## config.mk

```make
export PLATFORM = sky130hd
export DESIGN_NAME = ov7670_tx
export DESIGN_NICKNAME = d
export VERILOG_FILES = /design/src/rtl/ov7670_pkg.sv /design/src/rtl/ov7670_line_timer.sv /design/src/rtl/ov7670_tx.sv
export SDC_FILE = /design/constraint.sdc
export NUM_CORES = 1
export LEC_CHECK = 0
export CORE_MARGIN = 2
export CORE_UTILIZATION = 53
export CTS_CLUSTER_SIZE = 25
export DETAILED_ROUTE_END_ITERATION = 8
export MAX_ROUTING_LAYER = met4
export PLACE_DENSITY = 0.82
export SLEW_MARGIN = 20
export SYNTH_ARGS = -nofsm -noshare
export SYNTH_HDL_FRONTEND = slang
export SYNTH_SLANG_ARGS = --single-unit
```

## constraint.sdc

```tcl
create_clock -name pclk -period 2.7 [get_ports pclk]
set_clock_uncertainty 0.1 [all_clocks]
set_input_delay 0.54 -clock pclk [delete_from_list [all_inputs] [get_ports pclk]]
set_output_delay 0.54 -clock pclk [all_outputs]
set_load 0.05 [all_outputs]
```

## src/rtl/ov7670_pkg.sv

```systemverilog
// Shared OV7670 timing defaults and FSM state codes.
// The receiver side uses the same definitions.
package ov7670_pkg;

   typedef logic [2:0] state_t;

   localparam state_t ST_IDLE   = 3'd0;
   localparam state_t ST_VSYNC  = 3'd1;
   localparam state_t ST_VBACK  = 3'd2;
   localparam state_t ST_ACTIVE = 3'd3;
   localparam state_t ST_VFRONT = 3'd4;

   localparam int unsigned DEF_H_ACTIVE = 1280;
   localparam int unsigned DEF_H_BLANK  = 288;
   localparam int unsigned DEF_V_SYNC   = 3;
   localparam int unsigned DEF_V_BACK   = 17;
   localparam int unsigned DEF_V_ACTIVE = 480;
   localparam int unsigned DEF_V_FRONT  = 10;

   // Counter width able to hold 0..n-1 (at least one bit).
   function automatic int unsigned cnt_width(input int unsigned n);
      return (n > 1) ? $clog2(n) : 1;
   endfunction

   function automatic int unsigned max4(input int unsigned a, input int unsigned b,
                                        input int unsigned c, input int unsigned d);
      int unsigned m;
      m = a;
      if (b > m) m = b;
      if (c > m) m = c;
      if (d > m) m = d;
      return m;
   endfunction

endpackage

```

## src/rtl/ov7670_line_timer.sv

```systemverilog
// Horizontal counter for one line of L = H_ACTIVE + H_BLANK cycles.
// Held at zero while run is low; line_end marks the last cycle of a line.
module ov7670_line_timer
   import ov7670_pkg::*;
#(
   parameter int unsigned H_ACTIVE = DEF_H_ACTIVE,
   parameter int unsigned H_BLANK  = DEF_H_BLANK,
   localparam int unsigned L  = H_ACTIVE + H_BLANK,
   localparam int unsigned HW = cnt_width(L)
)(
   input  logic          pclk,
   input  logic          reset,
   input  logic          run,
   output logic [HW-1:0] h,
   output logic          line_end
);

   logic at_last;

   assign at_last  = (h == HW'(L - 1));
   assign line_end = run && at_last;

   always_ff @(posedge pclk) begin
      if (reset || !run) begin
         h <= '0;
      end else if (at_last) begin
         h <= '0;
      end else begin
         h <= h + 1'b1;
      end
   end

endmodule

```

## src/rtl/ov7670_tx.sv

```systemverilog
// OV7670-style camera output generator: frame FSM and line counter,
// one-cycle registered data path with sticky underrun flag.
module ov7670_tx
   import ov7670_pkg::*;
#(
   parameter int unsigned H_ACTIVE = DEF_H_ACTIVE,
   parameter int unsigned H_BLANK  = DEF_H_BLANK,
   parameter int unsigned V_SYNC   = DEF_V_SYNC,
   parameter int unsigned V_BACK   = DEF_V_BACK,
   parameter int unsigned V_ACTIVE = DEF_V_ACTIVE,
   parameter int unsigned V_FRONT  = DEF_V_FRONT
)(
   input  logic       pclk,
   input  logic       reset,
   input  logic       enable,
   input  logic [7:0] din,
   input  logic       din_valid,
   output logic       din_ready,
   input  logic       underrun_clr,
   output logic       vsync,
   output logic       href,
   output logic [7:0] dout,
   output logic       frame_start,
   output logic       underrun
);

   localparam int unsigned L  = H_ACTIVE + H_BLANK;
   localparam int unsigned HW = cnt_width(L);
   localparam int unsigned VW = cnt_width(max4(V_SYNC, V_BACK, V_ACTIVE, V_FRONT));

   state_t        state;
   state_t        next_phase;
   logic [HW-1:0] h;
   logic          line_end;
   logic [VW-1:0] v;
   logic [VW-1:0] v_last;

   ov7670_line_timer #(
      .H_ACTIVE (H_ACTIVE),
      .H_BLANK  (H_BLANK)
   ) u_line_timer (
      .pclk     (pclk),
      .reset    (reset),
      .run      (state != ST_IDLE),
      .h        (h),
      .line_end (line_end)
   );

   // v counts lines within the current phase and restarts at each phase change.
   always_comb begin
      v_last     = '0;
      next_phase = ST_IDLE;
      case (state)
         ST_VSYNC: begin
            v_last     = VW'(V_SYNC - 1);
            next_phase = ST_VBACK;
         end
         ST_VBACK: begin
            v_last     = VW'(V_BACK - 1);
            next_phase = ST_ACTIVE;
         end
         ST_ACTIVE: begin
            v_last     = VW'(V_ACTIVE - 1);
            next_phase = ST_VFRONT;
         end
         ST_VFRONT: begin
            v_last     = VW'(V_FRONT - 1);
            next_phase = enable ? ST_VSYNC : ST_IDLE;
         end
         default: begin
            v_last     = '0;
            next_phase = ST_IDLE;
         end
      endcase
   end

   always_ff @(posedge pclk) begin
      if (reset) begin
         state <= ST_IDLE;
         v     <= '0;
      end else if (state == ST_IDLE) begin
         v <= '0;
         if (enable) state <= ST_VSYNC;
      end else if (line_end) begin
         if (v == v_last) begin
            v     <= '0;
            state <= next_phase;
         end else begin
            v <= v + 1'b1;
         end
      end
   end

   assign din_ready = (state == ST_ACTIVE) && (h < HW'(H_ACTIVE));

   always_ff @(posedge pclk) begin
      if (reset) begin
         vsync       <= 1'b0;
         href        <= 1'b0;
         dout        <= 8'h00;
         frame_start <= 1'b0;
         underrun    <= 1'b0;
      end else begin
         vsync       <= (state == ST_VSYNC);
         frame_start <= (state == ST_VSYNC) && (h == '0) && (v == '0);
         href        <= din_ready;
         dout        <= (din_ready && din_valid) ? din : 8'h00;
         // A new underrun takes priority over a clear in the same cycle.
         underrun    <= (din_ready && !din_valid) || (underrun && !underrun_clr);
      end
   end

endmodule

```

* Word level (Yosys, flattened, before mapping)
Cells that the tools add are included.
Word-level totals: register bits after elaboration 35, latch bits 0, memory bits (writable) 0, memory bits (read-only) 0, bits of input ports 13, output and inout bits 13, word-level logic and storage cells 49, memories 0
Operators by class: $add $sub $neg 2, $mul 0, div/mod/pow operators 0, $lt $le $gt $ge 1, equal/unequal tests 7, shift-type cells 0, muxes and demuxes 8, bitwise logic cells 1, reductions and logical operators 22
Operators by type and width (number):
- one-hot mux 9 bit (4 select lines) | 1
- 2-to-1 mux 3 bit | 4
- one-hot mux 3 bit (4 select lines) | 1
- adder 11 x 1 -> 11 bit, second input constant | 1
- == test 11 bit, second input constant | 1
- zero test 11 bit | 1
- less-than comparator 11 bit, second input constant | 1
- adder 9 x 1 -> 9 bit, second input constant | 1
- == test 9 bit | 1
- zero test 9 bit | 1
- 2-to-1 mux 9 bit | 1
- logical AND 1 bit | 7
- == test 3 x 2 -> 1 bit, second input constant | 2
- OR reduction 2 bit | 3
- nonzero test 2 bit | 2
- == test 3 x 1 -> 1 bit, second input constant | 1
- == test 3 bit, second input constant | 1
- zero test 1 bit | 3
- zero test 3 bit | 1
- AND reduction 3 bit | 1
- nonzero test 3 bit | 1
- logical OR 1 bit | 2
- inequality test 2 bit, second input constant | 1
- 2-to-1 mux 1 bit | 1
- inverter 1 bit | 1

* Depth between registers and ports, before layout
word-level depth 6, gate-level depth with buffers 8, gate-level depth less buffers 7

* Hierarchy
A second synthesis with hierarchy kept.
Unflattened totals: cell total of the unflattened synthesis 169, area total of the unflattened synthesis 1585.3 µm²
By module, submodules not included:
- ov7670_tx | instances 1, cells an instance 112, area an instance 1061.0 µm², sequential area each 480.5 µm²
- ov7670_line_timer | instances 1, cells an instance 57, area an instance 524.3 µm², sequential area each 220.2 µm²

* Worst setup path before layout
No wires, ideal clock.
path type register -> register, from register v[2], to register v[5], library setup time 0.116 ns, arrival 1.835 ns, required time 2.484 ns, setup slack 0.650 ns, stages on the path, launching flop included 8, path buffers 1, period minus slack after synthesis 2.050 ns, cell sequence dfxtp_1 or4_1 mux2_4 nor3_4 and3_1 buf_4 nor4_1 a31o_1
On the way: word-level cells in the longest chain between the ends 2, elaborated cells on any way between the ends 3, those cells by class add/sub (1); eq/ne (1); mux (1)
Ends and longest elaborated chain:
- start, declared | RTL line ov7670_tx.sv:35 | logic [VW-1:0] v;
- start signal, assigned | RTL line ov7670_tx.sv:89 | v <= v + 1'b1;
- adder 9 x 1 -> 9 bit or == test 9 bit (tied branches) | RTL line ov7670_tx.sv:89, ov7670_tx.sv:85
- 2-to-1 mux 9 bit (*) | RTL line ov7670_tx.sv:85 | if (v == v_last) begin
Mark *: on every way between the ends. The rest lies on a longest branch, timed or not. A chain may end at the register's enable or synchronous reset.

* Worst setup path in the final report
from register state[1], to output port din_ready
On the way: word-level cells in the longest chain between the ends 2
Ends and longest elaborated chain:
- start, declared | RTL line ov7670_tx.sv:31 | state_t state;
- start signal, assigned | RTL line ov7670_tx.sv:87 | state <= next_phase;
- == test 3 x 2 -> 1 bit | RTL line ov7670_tx.sv:94 | assign din_ready = (state == ST_ACTIVE) && (h < HW'(H_ACTIVE));
- logical AND 1 bit | RTL line ov7670_tx.sv:94
- end, declared | RTL line ov7670_tx.sv:18 | output logic din_ready,
No other way between the ends.

==> reports/summary.txt <==
Asr flop ratio synth - 0%
H-tree levels - 2
P&R area growth vs syn - 21.89%
Switching power of the nets - 0.2232 mW
FMAX - 0.4124 GHz
Slew headroom - 40.24%
TritonCTS buffer count - 5
Leak - 0.7656 nW
Biggest cell delay along the critical path - 0.52 ns
Worst setup SP type - flip-flop
Comb power frac - 7.2%
Synth area leaders - dfxtp_1, and3_1, nand3_1
Crit-path leading delay family - buffers and inverters
Inst Count DP - 261
GR Util All Layers - 24.63%
Diode count - 0
Io pins - 26
Vias in the first global route - 1,435
Syn_area_per_cell - 8.444 um^2
Buf/Inv on CP - 2
DP HPWL - 2901 um
P per Cell Area - 485.4 nW/um^2
Number of port buffers - 25
Sw Share - 22.45%
# hold bufs at CTS - 0
Clock share of power - 39.9%
First-pass GRT wire length - 6292 um
Average vias per placed instance - 5.844
Critical Path Sink Type - output port
CP Data Arrival Time - 1.78 ns
CORE AREA - 3028 um^2
ANT nets after route - 0
Clk sink count - 35
Clk Latency, worst-skew pair - 0.35 ns
Yosys cell types - 44
Place WS - 0.3698 ns
Synth Instances - 199
CP max stage cell - dlygate4sd2_1
Share of cells above drive strength 1 - 7.111%
Max Root-Sink Buffers - 2
Vias - 1,572
Mapped Nets - 216
WL per Instance - 14.45 um
VDD IR max - 0.3891 mV
Seq pwr share - 52.9%
Starting Density - 55.50%
Fin. max-slew vios - 0
Tcrit/Tclk final - 89.81%
Setup Fix Bufs, Post-CTS - 0
Final Core Density - 67.64%
Clk slew on worst S/H paths - 0.10 ns
TritonCTS clock tree - yes
Crit Path Class - reg2out
Min cycle time layout - 2.425 ns
Power Total - 0.9943 mW
Internal - 0.7710 mW
Synth top area share - 41.70%
Number of synthesized flops with an enable pin - 0
RePlAce Congestion - 0.9137
Initial antenna violation count - 0
Post-CTS Resized - 1
CP required - 2.06 ns
Cell Chain, Critical Path - nor2b_1 > nand3_1 > inv_1 > dlygate4sd2_1
Post-Route WL - 3886 um
Worst Slack Setup Final - 0.2752 ns
Worst-Margin Slew - 0.8895 ns
Outcome - finished clean
#FFs+latches synth - 35
Min Hold Slack - 0.3798 ns
Endpoints failing setup - 0
DRT iter0 DRCs - 108
Max-cap violations - 0
Die Ht - 60.31 um
DR DRC count - 0
Crit Path Max Fanout - 9
RSZ-0062 raised after global routing - false
Final Hold Violating Endpoints - 0
Type of the tightest min-delay check - reg2reg
DR pass1 iterations - 4
Largest net degree at the start of global routing - 17
Leading area contributor after synthesis - dfxtp_1
Sequential area share after synthesis - 41.70%
Placed inst area - 1963 um^2
Mapped Area - 1680 um^2
Fin area - 2048 um^2
Die Width - 60.31 um
Die Footprint - 3637 um^2
Row Count - 20
Layout net count - 241
Clock Tree Root - clkbuf_4
Warnings from Yosys - 0
Setup_tns - 0 ns
Reg2Reg Setup Slack - 0.38 ns
Layout Cells excl Fill - 269
Total gr overflow - 0
Most used DFF post-synth - dfxtp_1
-- cell type report --
cell class	count	area, um^2
Clock buffer	6	51.30
Clock inverter	2	35.03
Fill cell	244	979.7
Inverter	7	26.28
Multi-Input combinational cell	148	915.9
Sequential cell	35	700.7
Tap cell	44	55.05
Timing Repair Buffer	27	264.0
-- state kept, by name (all words and copies together), names as in the netlist --
name and cells:
u_line_timer.h 11, href 1, v 9, vsync 1, dout 8, state 3
underrun 1, frame_start 1
-- worst paths after layout --
kind	startpoint	to	depth (start not counted)
hold reg to reg	u_line_timer.h[0]$_SDFF_PP0_	u_line_timer.h[0]$_SDFF_PP0_	1
hold / removal	u_line_timer.h[0]$_SDFF_PP0_	u_line_timer.h[0]$_SDFF_PP0_	1
setup reg to reg	v[2]$_SDFFE_PP0P_	state[2]$_SDFFE_PP0P_	6
setup / recovery	state[1]$_SDFFE_PP0P_	din_ready	4
-- synthesized netlist by cell type (5+ instances only) --
library cell,instances
nor3_1,5
nand2_1,14
nand3_1,15
nor2_1,17
o21ai_1,5
o21ai_0,7
clkbuf_1,8
inv_1,7
dfxtp_1,35
and3_1,12
a31oi_1,5
a21oi_1,8
-- layout by cell type, fill, tap and decap left out, types with 5 or more instances in the layout --
master,count
a21oi_1,8
a31oi_1,5
and3_1,12
clkbuf_4,5
clkdlybuf4s50_1,24
dfxtp_1,35
inv_1,7
nand2_1,14
nand3_1,15
nor2_1,17
nor3_1,5
o21ai_0,7
o21ai_1,5
-- power by group through the flow --
stage               combinational [mW]  clock [mW]  sequential [mW]
floorplan                       0.0368           0            0.540
global placement                0.0685           0            0.537
detailed placement              0.0708           0            0.537
CTS                             0.0711       0.406            0.526
global route                    0.0770       0.432            0.527
finish                          0.0717       0.397            0.526
-- routing by layer --
layer	wire, um	track usage, %
met5	0	-
met3	172	6.926
met4	95	11.11
met2	1925	39.29
met1	1692	28.63
-- cell families (layout without fill, tap and decap cells) --
family | after synthesis | count (layout) | synth area share (%)
mux | 2 | 2 | 1.563
simple gates | 99 | 99 | 33.36
flops | 35 | 35 | 41.70
fa+ha+maj | 4 | 4 | 2.979
xor+xnor | 8 | 8 | 4.169
buf+inv | 16 | 42 | 3.798
compound gates | 35 | 35 | 12.44
(Power assumes the default switching activity.)
